<file path="config.mk">
export PLATFORM = sky130hd
export DESIGN_NAME = sym_clk_divider
export DESIGN_NICKNAME = d
export VERILOG_FILES = /design/src/rtl/sym_clk_divider.sv
export SDC_FILE = /design/constraint.sdc
export NUM_CORES = 1
export LEC_CHECK = 0
export BUFFER_PORTS_ARGS = -buffer_cell sky130_fd_sc_hd__buf_2
export CORE_ASPECT_RATIO = 1.5
export CORE_MARGIN = 4
export CORE_UTILIZATION = 45
export DETAILED_ROUTE_END_ITERATION = 8
export GPL_ROUTABILITY_DRIVEN = 0
export PLACE_DENSITY = 0.69
export SLEW_MARGIN = 10
export SYNTH_ARGS = -nofsm -noshare
export SYNTH_HDL_FRONTEND = slang
export SYNTH_SLANG_ARGS = --single-unit
</file>
<file path="constraint.sdc">
create_clock -name SymClk -period 3.3 [get_ports SymClk]
set_clock_uncertainty 0.2 [all_clocks]
set_input_delay 0.165 -clock SymClk [delete_from_list [all_inputs] [get_ports SymClk]]
set_output_delay 0.165 -clock SymClk [all_outputs]
set_load 0.03 [all_outputs]
</file>
<file path="src/rtl/sym_clk_divider.sv">
// Divide-by-N word clock generator running on the C-PHY symbol clock.
// Tracks word alignment from AlignReq through a HUNT/TRACK/LOCK state machine.
module sym_clk_divider #(
  parameter int DIV_WIDTH     = 4,
  parameter int DEFAULT_RATIO = 7,
  parameter int LOCK_WORDS    = 3
) (
  input  logic                 SymClk,
  input  logic                 RstN,
  input  logic                 Enable,
  input  logic [DIV_WIDTH-1:0] Ratio,
  input  logic                 AlignReq,
  output logic                 WordClk,
  output logic                 WordStrobe,
  output logic [DIV_WIDTH-1:0] SymIndex,
  output logic                 Locked,
  output logic                 Slip,
  output logic                 RatioErr
);

  localparam int GW = (LOCK_WORDS < 2) ? 1 : $clog2(LOCK_WORDS + 1);

  typedef enum logic [1:0] {
    ST_IDLE  = 2'd0,
    ST_HUNT  = 2'd1,
    ST_TRACK = 2'd2,
    ST_LOCK  = 2'd3
  } state_t;

  state_t               r_state;
  logic [DIV_WIDTH-1:0] r_cnt;
  logic [DIV_WIDTH-1:0] r_nsh;
  logic [GW-1:0]        r_good;
  logic                 r_word_clk;
  logic                 r_word_strobe;
  logic                 r_locked;
  logic                 r_slip;
  logic                 r_ratio_err;

  state_t               w_state_next;
  logic [DIV_WIDTH-1:0] w_cnt_next;
  logic [DIV_WIDTH-1:0] w_nsh_next;
  logic [GW-1:0]        w_good_next;
  logic                 w_err_next;
  logic                 w_slip_next;
  logic                 w_wrap;
  logic                 w_misalign;
  logic                 w_ratio_bad;
  logic [DIV_WIDTH-1:0] w_ratio_samp;
  logic [DIV_WIDTH:0]   w_half;
  logic                 w_word_clk_next;
  logic                 w_word_strobe_next;
  logic                 w_locked_next;

  // Ratios below 2 cannot form a word; clamp to 2 and flag it.
  assign w_ratio_bad  = (Ratio < DIV_WIDTH'(2));
  assign w_ratio_samp = w_ratio_bad ? DIV_WIDTH'(2) : Ratio;
  assign w_wrap       = (r_cnt == r_nsh - 1'b1);
  assign w_misalign   = AlignReq && !w_wrap;

  // State register
  always_ff @(posedge SymClk or negedge RstN) begin
    if (!RstN) begin
      r_state       <= ST_IDLE;
      r_cnt         <= '0;
      r_nsh         <= DIV_WIDTH'(DEFAULT_RATIO);
      r_good        <= '0;
      r_word_clk    <= 1'b0;
      r_word_strobe <= 1'b0;
      r_locked      <= 1'b0;
      r_slip        <= 1'b0;
      r_ratio_err   <= 1'b0;
    end else begin
      r_state       <= w_state_next;
      r_cnt         <= w_cnt_next;
      r_nsh         <= w_nsh_next;
      r_good        <= w_good_next;
      r_word_clk    <= w_word_clk_next;
      r_word_strobe <= w_word_strobe_next;
      r_locked      <= w_locked_next;
      r_slip        <= w_slip_next;
      r_ratio_err   <= w_err_next;
    end
  end

  // Next-state logic
  always_comb begin
    w_state_next = r_state;
    w_cnt_next   = r_cnt;
    w_nsh_next   = r_nsh;
    w_good_next  = r_good;
    w_err_next   = r_ratio_err;
    w_slip_next  = 1'b0;
    if (!Enable) begin
      w_state_next = ST_IDLE;
      w_cnt_next   = '0;
      w_good_next  = '0;
      w_err_next   = 1'b0;
    end else if (r_state == ST_IDLE) begin
      w_state_next = ST_HUNT;
      w_cnt_next   = '0;
      w_good_next  = '0;
      w_nsh_next   = w_ratio_samp;
      w_err_next   = r_ratio_err | w_ratio_bad;
    end else begin
      w_cnt_next = w_wrap ? '0 : r_cnt + 1'b1;
      if (w_wrap) begin
        w_nsh_next = w_ratio_samp;
        w_err_next = r_ratio_err | w_ratio_bad;
      end
      case (r_state)
        ST_HUNT: begin
          if (AlignReq) begin
            w_cnt_next   = '0;
            w_good_next  = '0;
            w_state_next = ST_TRACK;
          end
        end
        ST_TRACK: begin
          if (w_misalign) begin
            w_cnt_next  = '0;
            w_good_next = '0;
          end else if (w_wrap) begin
            if (r_good == GW'(LOCK_WORDS - 1)) begin
              w_good_next  = '0;
              w_state_next = ST_LOCK;
            end else begin
              w_good_next = r_good + 1'b1;
            end
          end
        end
        ST_LOCK: begin
          if (w_misalign) begin
            w_cnt_next   = '0;
            w_good_next  = '0;
            w_slip_next  = 1'b1;
            w_state_next = ST_TRACK;
          end else if (w_wrap && (w_ratio_samp != r_nsh)) begin
            w_good_next  = '0;
            w_state_next = ST_TRACK;
          end
        end
        default: begin
          w_state_next = ST_IDLE;
        end
      endcase
    end
  end

  // Output logic: derived from next count/ratio so all outputs move on the same edge
  assign w_half = ({1'b0, w_nsh_next} + (DIV_WIDTH+1)'(1)) >> 1;

  always_comb begin
    w_word_clk_next    = 1'b0;
    w_word_strobe_next = 1'b0;
    w_locked_next      = 1'b0;
    if (w_state_next != ST_IDLE) begin
      w_word_clk_next    = ({1'b0, w_cnt_next} < w_half);
      w_word_strobe_next = (w_cnt_next == w_nsh_next - 1'b1);
      w_locked_next      = (w_state_next == ST_LOCK);
    end
  end

  assign WordClk    = r_word_clk;
  assign WordStrobe = r_word_strobe;
  assign SymIndex   = r_cnt;
  assign Locked     = r_locked;
  assign Slip       = r_slip;
  assign RatioErr   = r_ratio_err;

endmodule

</file>
Word level (Yosys, flattened, before mapping)
Index checks and enable logic that the tools add are counted.
{"block": "totals", "reg_bits": 17, "in_bits": 8, "out_inout_bits": 9, "elab_cells": 75}
{"block": "op_classes", "n_addsub": 5, "n_lt_le_gt_ge": 2, "eq_ne": 13, "n_mux": 38, "bitwise_logic": 1, "n_reduce_logical": 7}
{"op": "$mux W4", "count": 9}
{"op": "$mux W2", "count": 16}
{"op": "$pmux W2 S3", "count": 2}
{"op": "$mux W1", "count": 10}
{"op": "$ne A5 B5 Y1 const B", "count": 2}
{"op": "$eq A2 B2 Y1 const B", "count": 4}
{"op": "$eq A4 B4 Y1", "count": 2}
{"op": "$pmux W4 S2", "count": 1}
{"op": "$sub A4 B1 Y4 const B", "count": 2}
{"op": "$add A4 B1 Y5 const B", "count": 1}
{"op": "$ne A5 B1 Y1 const B", "count": 1}
{"op": "$add A4 B1 Y4 const B", "count": 1}
{"op": "$lt A4 B2 Y1 const B", "count": 1}
{"op": "$lt A4 B4 Y1", "count": 1}
{"op": "$ne A4 B4 Y1", "count": 1}
{"op": "$ne A4 B4 Y1 const B", "count": 1}
{"op": "$reduce_and A4 Y1", "count": 1}
{"op": "$ne A3 B1 Y1 const B", "count": 1}
{"op": "$add A2 B1 Y2 const B", "count": 1}
{"op": "$eq A2 B1 Y1 const B", "count": 1}
{"op": "$logic_and A1 B1 Y1", "count": 2}
{"op": "$logic_not A2 Y1", "count": 1}
{"op": "$reduce_bool A2 Y1", "count": 1}
{"op": "$reduce_or A2 Y1", "count": 1}
{"op": "2 further kinds", "count": 2}

Depth between registers and ports, before layout
Gate-level depths: netlist of run 1.
{"block": "depth", "ltp_word": 11, "depth_mapped": 13, "depth_no_buf": 12}

Worst setup path before layout of run 1
No wires, ideal clock.
{"block": "synth_timing", "kind": "reg-to-reg", "from": "register r_nsh[0]", "to": "register r_word_clk (netlist: WordClk)", "setup_ps": 121, "arrival_ps": 2912, "required_time_ps": 2979, "slack_ps": 67, "path_stages_with_launch": 14, "n_path_buf": 1, "period_less_slack_ps": 3233, "path_cell_list": "dfstp_2 -> buf_2 -> inv_1 -> ha_1 -> xor2_1 -> nand4_1 -> o21ai_2 -> mux2_2 -> ha_1 -> xnor2_1 -> ha_1 -> a21boi_0 -> o21ai_0 -> o2bb2ai_1"}
{"block": "synth_between", "elab_cells_between_ends": 26, "classes_between": "add/sub (2); order compare (1); eq/ne (2); mux (17); reduce/logical (4)"}
{"item": "start, declared", "line": "32", "source": "logic [DIV_WIDTH-1:0] r_nsh;"}
{"item": "start signal, assigned", "line": "66", "source": "r_nsh <= DIV_WIDTH'(DEFAULT_RATIO);"}
{"item": "start signal, assigned", "line": "76", "source": "r_nsh <= w_nsh_next;"}
{"item": "$sub A4 B1 Y4", "line": "58", "source": "assign w_wrap = (r_cnt == r_nsh - 1'b1);"}
{"item": "$eq A4 B4 Y1", "line": "58"}
{"item": "$mux W4", "line": "107", "source": "if (w_wrap) begin"}
{"item": "$mux W4", "line": "99", "source": "end else if (r_state == ST_IDLE) begin"}
{"item": "$mux W4 (*)", "line": "94", "source": "if (!Enable) begin"}
{"item": "net w_nsh_next[0]", "line": "42", "source": "logic [DIV_WIDTH-1:0] w_nsh_next;"}
{"item": "$add A4 B1 Y5 (*)", "line": "151", "source": "assign w_half = ({1'b0, w_nsh_next} + (DIV_WIDTH+1)'(1)) >> 1;"}
{"item": "$lt A4 B4 Y1 (*)", "line": "158", "source": "w_word_clk_next = ({1'b0, w_cnt_next} < w_half);"}
{"item": "$mux W1 (*)", "line": "157", "source": "if (w_state_next != ST_IDLE) begin"}
{"item": "net w_word_clk_next", "line": "51", "source": "logic w_word_clk_next;"}
{"item": "end signal, assigned", "line": "78", "source": "r_word_clk <= w_word_clk_next;"}
{"item": "end, declared", "line": "34", "source": "logic r_word_clk;"}
The timed path passes the listed nets; every way through them passes the cells marked *.
A chain may end at the register's enable or synchronous reset.

Worst setup path after layout of run 1
Ends and elaborated chain as after synthesis.

==> results of run 1 <==
-- metrics by stage --
stage	total power, mW	instance area (um2)	TNS (ns)	setup slack, ns
4_1_cts	0.890	1430	0	0.0548
3_3_place_gp	0.717	1380	0	0.173
3_5_place_dp	0.730	1380	0	0.0870
5_1_grt	1.01	1480	-0.0750	-0.0381
2_1_floorplan	0.638	1270	0	0.0667
6_report	0.931	1480	0	0.113
-- cell usage in the layout (no fill, tap or decap), types with 4 or more instances in the layout --
cell	count
o21ai_0	11
ha_1	7
inv_1	9
nor2_1	13
nand2b_1	4
nand2_1	6
xnor2_1	5
buf_4	6
nand3_1	5
a21oi_1	6
xor2_1	4
dfrtp_1	14
buf_2	16
-- final timing paths --
| check | slack [ns] | from | depth (start not counted) | endpoint |
|---|---|---|---|---|
| worst max-delay path | 0.11 | r_nsh[0] | 12 | WordClk |
| worst min-delay path | 0.06 | Enable | 3 | r_state[0] |
| worst max register to register | 0.11 | r_nsh[0] | 12 | WordClk |
| worst min register to register | 0.32 | RatioErr | 2 | RatioErr |
| max in group asynchronous | 2.43 | RstN | 2 | r_nsh[0] |
| min in group asynchronous | 0.16 | RstN | 2 | SymIndex[3] |
-- worst max-delay path: cells and delay by family (launching register included) --
kind                     cells  cell delay, ns
adder cells (fa/ha/maj)      3            0.82
AO/OA/AOI/OAI                4            0.63
flip-flops                   1            0.57
multiplexers                 1            0.35
XOR/XNOR                     2            0.30
AND/OR/NAND/NOR              1            0.14
buffers and inverters        1            0.07
-- kinds of logic (layout without fill, tap and decap cells) --
logic type                 count (synthesis)  in the layout
AOI/OAI and AO/OA                         34             34
xor gates and xnor gates                  13             13
adders and majority gates                  7              7
buffers and inverters                     16             36
DFF                                       17             17
muxes                                      5              5
and+or+nand+nor                           47             47
-- repair_timing --
action                                  in CTS  in global routing
buffers inserted                             0                  4
endpoints found under the setup margin       0                  2
hold buffers                                 1                  0
hold endpoints to repair                    17                  0
resized for setup                            0                  4
-- registers in the layout, indices dropped and copies added (netlist names) --
name,count
WordStrobe,1
SymIndex,4
RatioErr,1
r_good,2
WordClk,1
Locked,1
r_nsh,4
Slip,1
r_state,2
-- per-layer routing --
layer / share of wire / vias up / track usage
li1: - / 539 / -
met3: 0.020 / 4 / 0.0266
met4: 0.013 / 0 / 0.0758
met1: 0.42 / 522 / 0.175
met2: 0.55 / 15 / 0.311
met5: 0 / - / 0
-- power by group through the flow --
stage	clock, mW	sequential (mW)	combinational, mW
final	0.154	0.293	0.483
after global routing	0.174	0.299	0.533
after CTS	0.159	0.303	0.428
after detailed placement	0	0.307	0.424
after global placement	0	0.303	0.414
after floorplan	0	0.292	0.345
-- cell type report --
cell class / count / area, um2
Fill cell: 242 / 1200
Multi-Input combinational cell: 106 / 788
Sequential cell: 17 / 429
Timing Repair Buffer: 23 / 135
Tap cell: 37 / 46.3
Clock buffer: 3 / 41.3
Inverter: 9 / 33.8
Clock inverter: 1 / 5.00
==> key figures, run 1 <==
Outcome
  • Status: completed

Layout
  • Cell Count, Final, Fillers Out: ~200
  • Nets@finish: 175
  • Syn-to-layout area delta: 16.7%
  • Share of cells above drive strength 1: 0.245
  • Final core utilization: 0.553
  • N_diodes: 0

Synth
  • Post-synthesis cell count: 139
  • Post-synth top area cell: dfrtp_1
  • Main area contributors after synthesis: dfrtp_1, ha_1, dfstp_2
  • Async set or reset register ratio after synthesis: 1.00
  • Mapped Area: 1270 um2
  • Most instantiated flip-flop cell in the synthesis netlist: dfrtp_1
  • Post-Synthesis Net Count: around 150
  • Synthesized area divided by synthesized cell count: 9.12 um2
  • Leading cell type by number of instances after synthesis: dfrtp_1
  • Synthesized-area fraction occupied by xor and xnor cells: 0.118
  • Post-synthesis sequential element count: 17
  • Simple-Gate Fraction of Synth Area: 0.205
  • Synthesis warning total: 0
  • Part of the Yosys area used for sequential elements: 0.339
  • Dominant combinational cell family by area after synthesis: simple AND/OR/NAND/NOR gates
  • Synth Area in Adders: 0.0691
  • Synth top cells by count: dfrtp_1, nor2_1, o21ai_0, inv_1, ha_1
  • Count of distinct cell types in the synthesized netlist: 44
  • Fraction of synthesized area in multiplexers: 0.0464
  • Top cell type's share of synthesized area: 0.276
  • Compound-gate portion of the synthesized area: 0.171
  • Post-synth EDFFs: 0

Routing
  • Drt wl/cell: approximately 15 um
  • First DRT Iteration DRCs: 30
  • Vias per inst: 5.51
  • Number of detailed-routing iterations run before antenna repair: 4
  • Post-DRT Antenna Nets: 0
  • Via count: roughly 1.1k
  • WL final: approximately 2.9 mm
  • # DRC: 0

STA
  • Final worst hold slack: 0.0631 ns
  • Max-slew headroom: 0.649
  • Hold Violations, Final: 0
  • Slew Limit Fails: 0
  • Transition time of the tightest slew-check pin: 0.524 ns
  • Final Cycle Share: 0.966
  • Finish-stage setup viols: 0
  • Time the final worst path needs with I/O delays and setup: 3.19 ns
  • Max Fclk: approximately 0.31 GHz

Global routing
  • Sum of overflow across all layers after global routing: 0
  • Largest net degree at the start of global routing: 18
  • Vias in the first global route: around 1.1k
  • Combined global-route utilization of all metal layers: 0.165
  • Number of antenna violations at the first check in global routing: 0
  • Global-route wire length before repair: 4.62 mm

Clock tree
  • CTS root buffer: clkbuf_8
  • Total number of clock tree sinks: 17
  • Clock-pin slew on the worst setup and hold paths: 0.07 ns
  • Buffer depth of the longest clock path: 2
  • CTS tree: yes
  • Clock latency on the worst-skew pair: between 0.2 and 0.3 ns
  • Number of clock buffers inserted by TritonCTS: 3
  • H-tree levels: 1

Die
  • Die height: 73 um
  • Area of the die: 3750 um2
  • Initial Util: 0.474
  • Std-Cell Core Area: approximately 2700 um2
  • DIE WIDTH: just over 50 um
  • Standard-cell rows: 23
  • Num ports: 17

Worst setup path
  • Most frequent cell on the critical path: ha_1
  • Master of the slowest instance on the critical path: dfstp_2
  • Maximum fanout along the worst path: 5
  • Crit path cell chain: inv_1 -> ha_1 -> xor2_2 -> nand4_1 -> o21ai_2 -> mux2_4 -> ha_1 -> xnor2_1 -> ha_1 -> a21boi_0 -> o21ai_1 -> o2bb2ai_1
  • Crit start category: flip-flop
  • Critical Path AT: 3.12 ns
  • Capturing element type of the critical path: flip-flop
  • Data required time at the worst endpoint: roughly 3.2 ns
  • Setup Crit Path Kind: flip-flop to flip-flop
  • Delay of the slowest cell on the worst path: 0.57 ns

Power and ir drop
  • Power per cell area: ~630 nW/um2
  • Net load switching power: approximately 0.37 mW
  • Share of total power in sequential cells: 0.315
  • Total internal power: 0.561 mW
  • IR drop worst, VDD: 0.282 mV
  • Comb pwr share: 0.519
  • Fraction of power consumed by the clock network: 0.166
  • Proportion of total power due to net switching: 0.398
  • Total leakage power: ~0.69 nW

Placement
  • Number of I/O port buffers: 16
  • Post-placement cell count: around 190
  • HPWL reported at the end of detailed placement: 2.21 mm

Min path
  • Type of the tightest min-delay check: input port to flip-flop

Job
  • Count of max-cap constraint violations: 0
Note: power is estimated with default switching activity, not from simulation.
==> inputs of run 2 (changes only) <==
- CELL_PAD_IN_SITES_DETAIL_PLACEMENT: not set -> 1
- CELL_PAD_IN_SITES_GLOBAL_PLACEMENT: not set -> 1
- CORE_UTILIZATION: 45 -> 39
- PLACE_DENSITY: 0.69 -> 0.77
- SLEW_MARGIN: 10 -> not set
==> key figures, run 2 (synthesis results as in run 1) <==
Clock tree
  • CTS root buffer: clkbuf_8
  • Total number of clock tree sinks: 17 (unchanged)
  • Clock latency on the worst-skew pair: 0.26 ns (about the same)
  • Buffer depth of the longest clock path: 2 (unchanged)
  • H-tree levels: 1 (unchanged)
  • Clock-pin slew on the worst setup and hold paths: 0.07 ns (about the same)
  • Number of clock buffers inserted by TritonCTS: 3 (unchanged)
  • CTS tree: yes

Die
  • DIE WIDTH: 54.5 um (+6.3%)
  • Num ports: 17 (unchanged)
  • Area of the die: 4240 um2 (+13%)
  • Initial Util: 0.405 (-0.0684)
  • Std-Cell Core Area: 3130 um2 (+17%)
  • Standard-cell rows: 25 (+8.7%)
  • Die height: 77.8 um (+6.6%)

Layout
  • Top library cells by usage in the layout, fill and taps aside: buf_2, dfrtp_1, nor2_1, o21ai_0, inv_1
  • Most common library cell in the layout ignoring fill and taps: buf_2
  • N_diodes: 0 (unchanged)
  • Share of cells above drive strength 1: 0.286 (+0.0404)
  • Nets@finish: 177 (+1.1%)
  • Syn-to-layout area delta: 22.5%

Global routing
  • Largest net degree at the start of global routing: 18 (unchanged)
  • Number of antenna violations at the first check in global routing: 0 (unchanged)
  • Global-route wire length before repair: 5.38 mm (+16%)
  • Sum of overflow across all layers after global routing: 0 (unchanged)
  • Vias in the first global route: 1,169 (+9.4%)
  • Combined global-route utilization of all metal layers: 0.174 (+0.00860)

Min path
  • Type of the tightest min-delay check: input port to flip-flop

STA
  • Final worst hold slack: 0.0423 ns (-0.0208 ns)
  • Max Fclk: 0.312 GHz (-0.54%)
  • Final Cycle Share: 0.971 (+0.00526)
  • Max-slew headroom: 0.607 (-0.0424)
  • Final setup TNS: 0 ns (unchanged)
  • Time the final worst path needs with I/O delays and setup: 3.20 ns (+0.0174 ns)
  • Slew Limit Fails: 0 (unchanged)
  • Finish-stage setup viols: 0 (unchanged)
  • Post-route setup slack: 0.0952 ns (-0.0174 ns)
  • Transition time of the tightest slew-check pin: 0.584 ns (+0.0594 ns)
  • Hold Violations, Final: 0 (unchanged)

Job
  • Count of max-cap constraint violations: 0 (unchanged)

Worst setup path
  • Critical Path AT: 3.14 ns (+0.02 ns)
  • Setup Crit Path Kind: flip-flop to flip-flop
  • Capturing element type of the critical path: flip-flop
  • Data required time at the worst endpoint: 3.24 ns (about the same)
  • Maximum fanout along the worst path: 4 (-1)
  • Crit start category: flip-flop

Routing
  • Vias per inst: 5.54 (+0.58%)
  • Drt wl/cell: 16.9 um (+16%)
  • First DRT Iteration DRCs: 14 (-53%)
  • # DRC: 0 (unchanged)
  • Post-DRT Antenna Nets: 0 (unchanged)
  • WL final: 3.40 mm (+19%)
  • Via count: 1,114 (+3.1%)
  • Number of detailed-routing iterations run before antenna repair: 4 (unchanged)

Power and ir drop
  • Post-layout total power: 1.03 mW (+11%)
  • IR drop worst, VDD: 0.257 mV (-9.0%)
  • Total leakage power: 0.699 nW (+1.9%)
  • Power per cell area: 665 nW/um2 (+5.6%)

Placement
  • Number of I/O port buffers: 16 (unchanged)
  • HPWL reported at the end of detailed placement: 2.62 mm (+19%)
  • Setup WS pre-CTS: 0.0460 ns (-0.0410 ns)

Outcome
  • Status: completed
==> run 2: final timing paths <==
kind	depth (start not counted)	end	slack (ns)	start
worst max-delay path	12	WordStrobe	0.1	r_nsh[1]
worst min-delay path	2	Locked	0.04	Enable
worst max register to register	12	WordStrobe	0.1	r_nsh[1]
worst min register to register	2	RatioErr	0.32	RatioErr
max in group asynchronous	2	r_nsh[1]	2.42	RstN
min in group asynchronous	2	r_state[1]	0.15	RstN
==> run 2: report_power, final <==
| group | internal [mW] | switching (mW) | leakage, nW |
|---|---|---|---|
| Clock | 0.0858 | 0.0714 | 0.0228 |
| Combinational | 0.284 | 0.297 | 0.457 |
| Sequential | 0.251 | 0.0435 | 0.219 |
==> run 2: through the flow <==
step / area [um2] / std cells / utilization
after floorplan: 1270 / 139 / -
after global placement: 1400 / 192 / 0.446
after detailed placement: 1400 / 192 / 0.446
after CTS: 1450 / 197 / 0.464
after global routing: 1550 / 201 / 0.496
final: 1550 / 201 / 0.496
==> run 2: worst max-delay path: stages (launching register included) <==
cell	delay, ns
dfstp_2	0.56
inv_2	0.07
ha_4	0.27
xor2_1	0.21
nand4_1	0.18
o21ai_4	0.28
mux2_4	0.36
inv_1	0.10
ha_4	0.22
nand2b_4	0.14
o21ai_2	0.12
a22oi_2	0.08
nor4_2	0.30
==> run 2: what timing repair did <==
action / 4_1_cts / 5_1_grt
setup endpoints to repair: 0 / 2
hold endpoints to repair: 17 / 0
buffers inserted: 0 / 4
gates resized for setup: 0 / 16
hold buffers: 1 / 0
==> run 2: layer usage <==
metal	track usage	vias to the layer above	share of wire
met5	0	-	0
met4	0.0723	0	0.026
met3	0.0173	8	0.023
met2	0.335	17	0.57
met1	0.173	550	0.38
li1	-	539	-
==> run 2: layout make-up <==
type	count	area, um2
clock buffers	4	45.0
fillers	375	1580
inverters	9	33.8
multi-input cells	106	841
flip-flops and latches	17	429
well taps	40	50.0
repair buffers	25	154
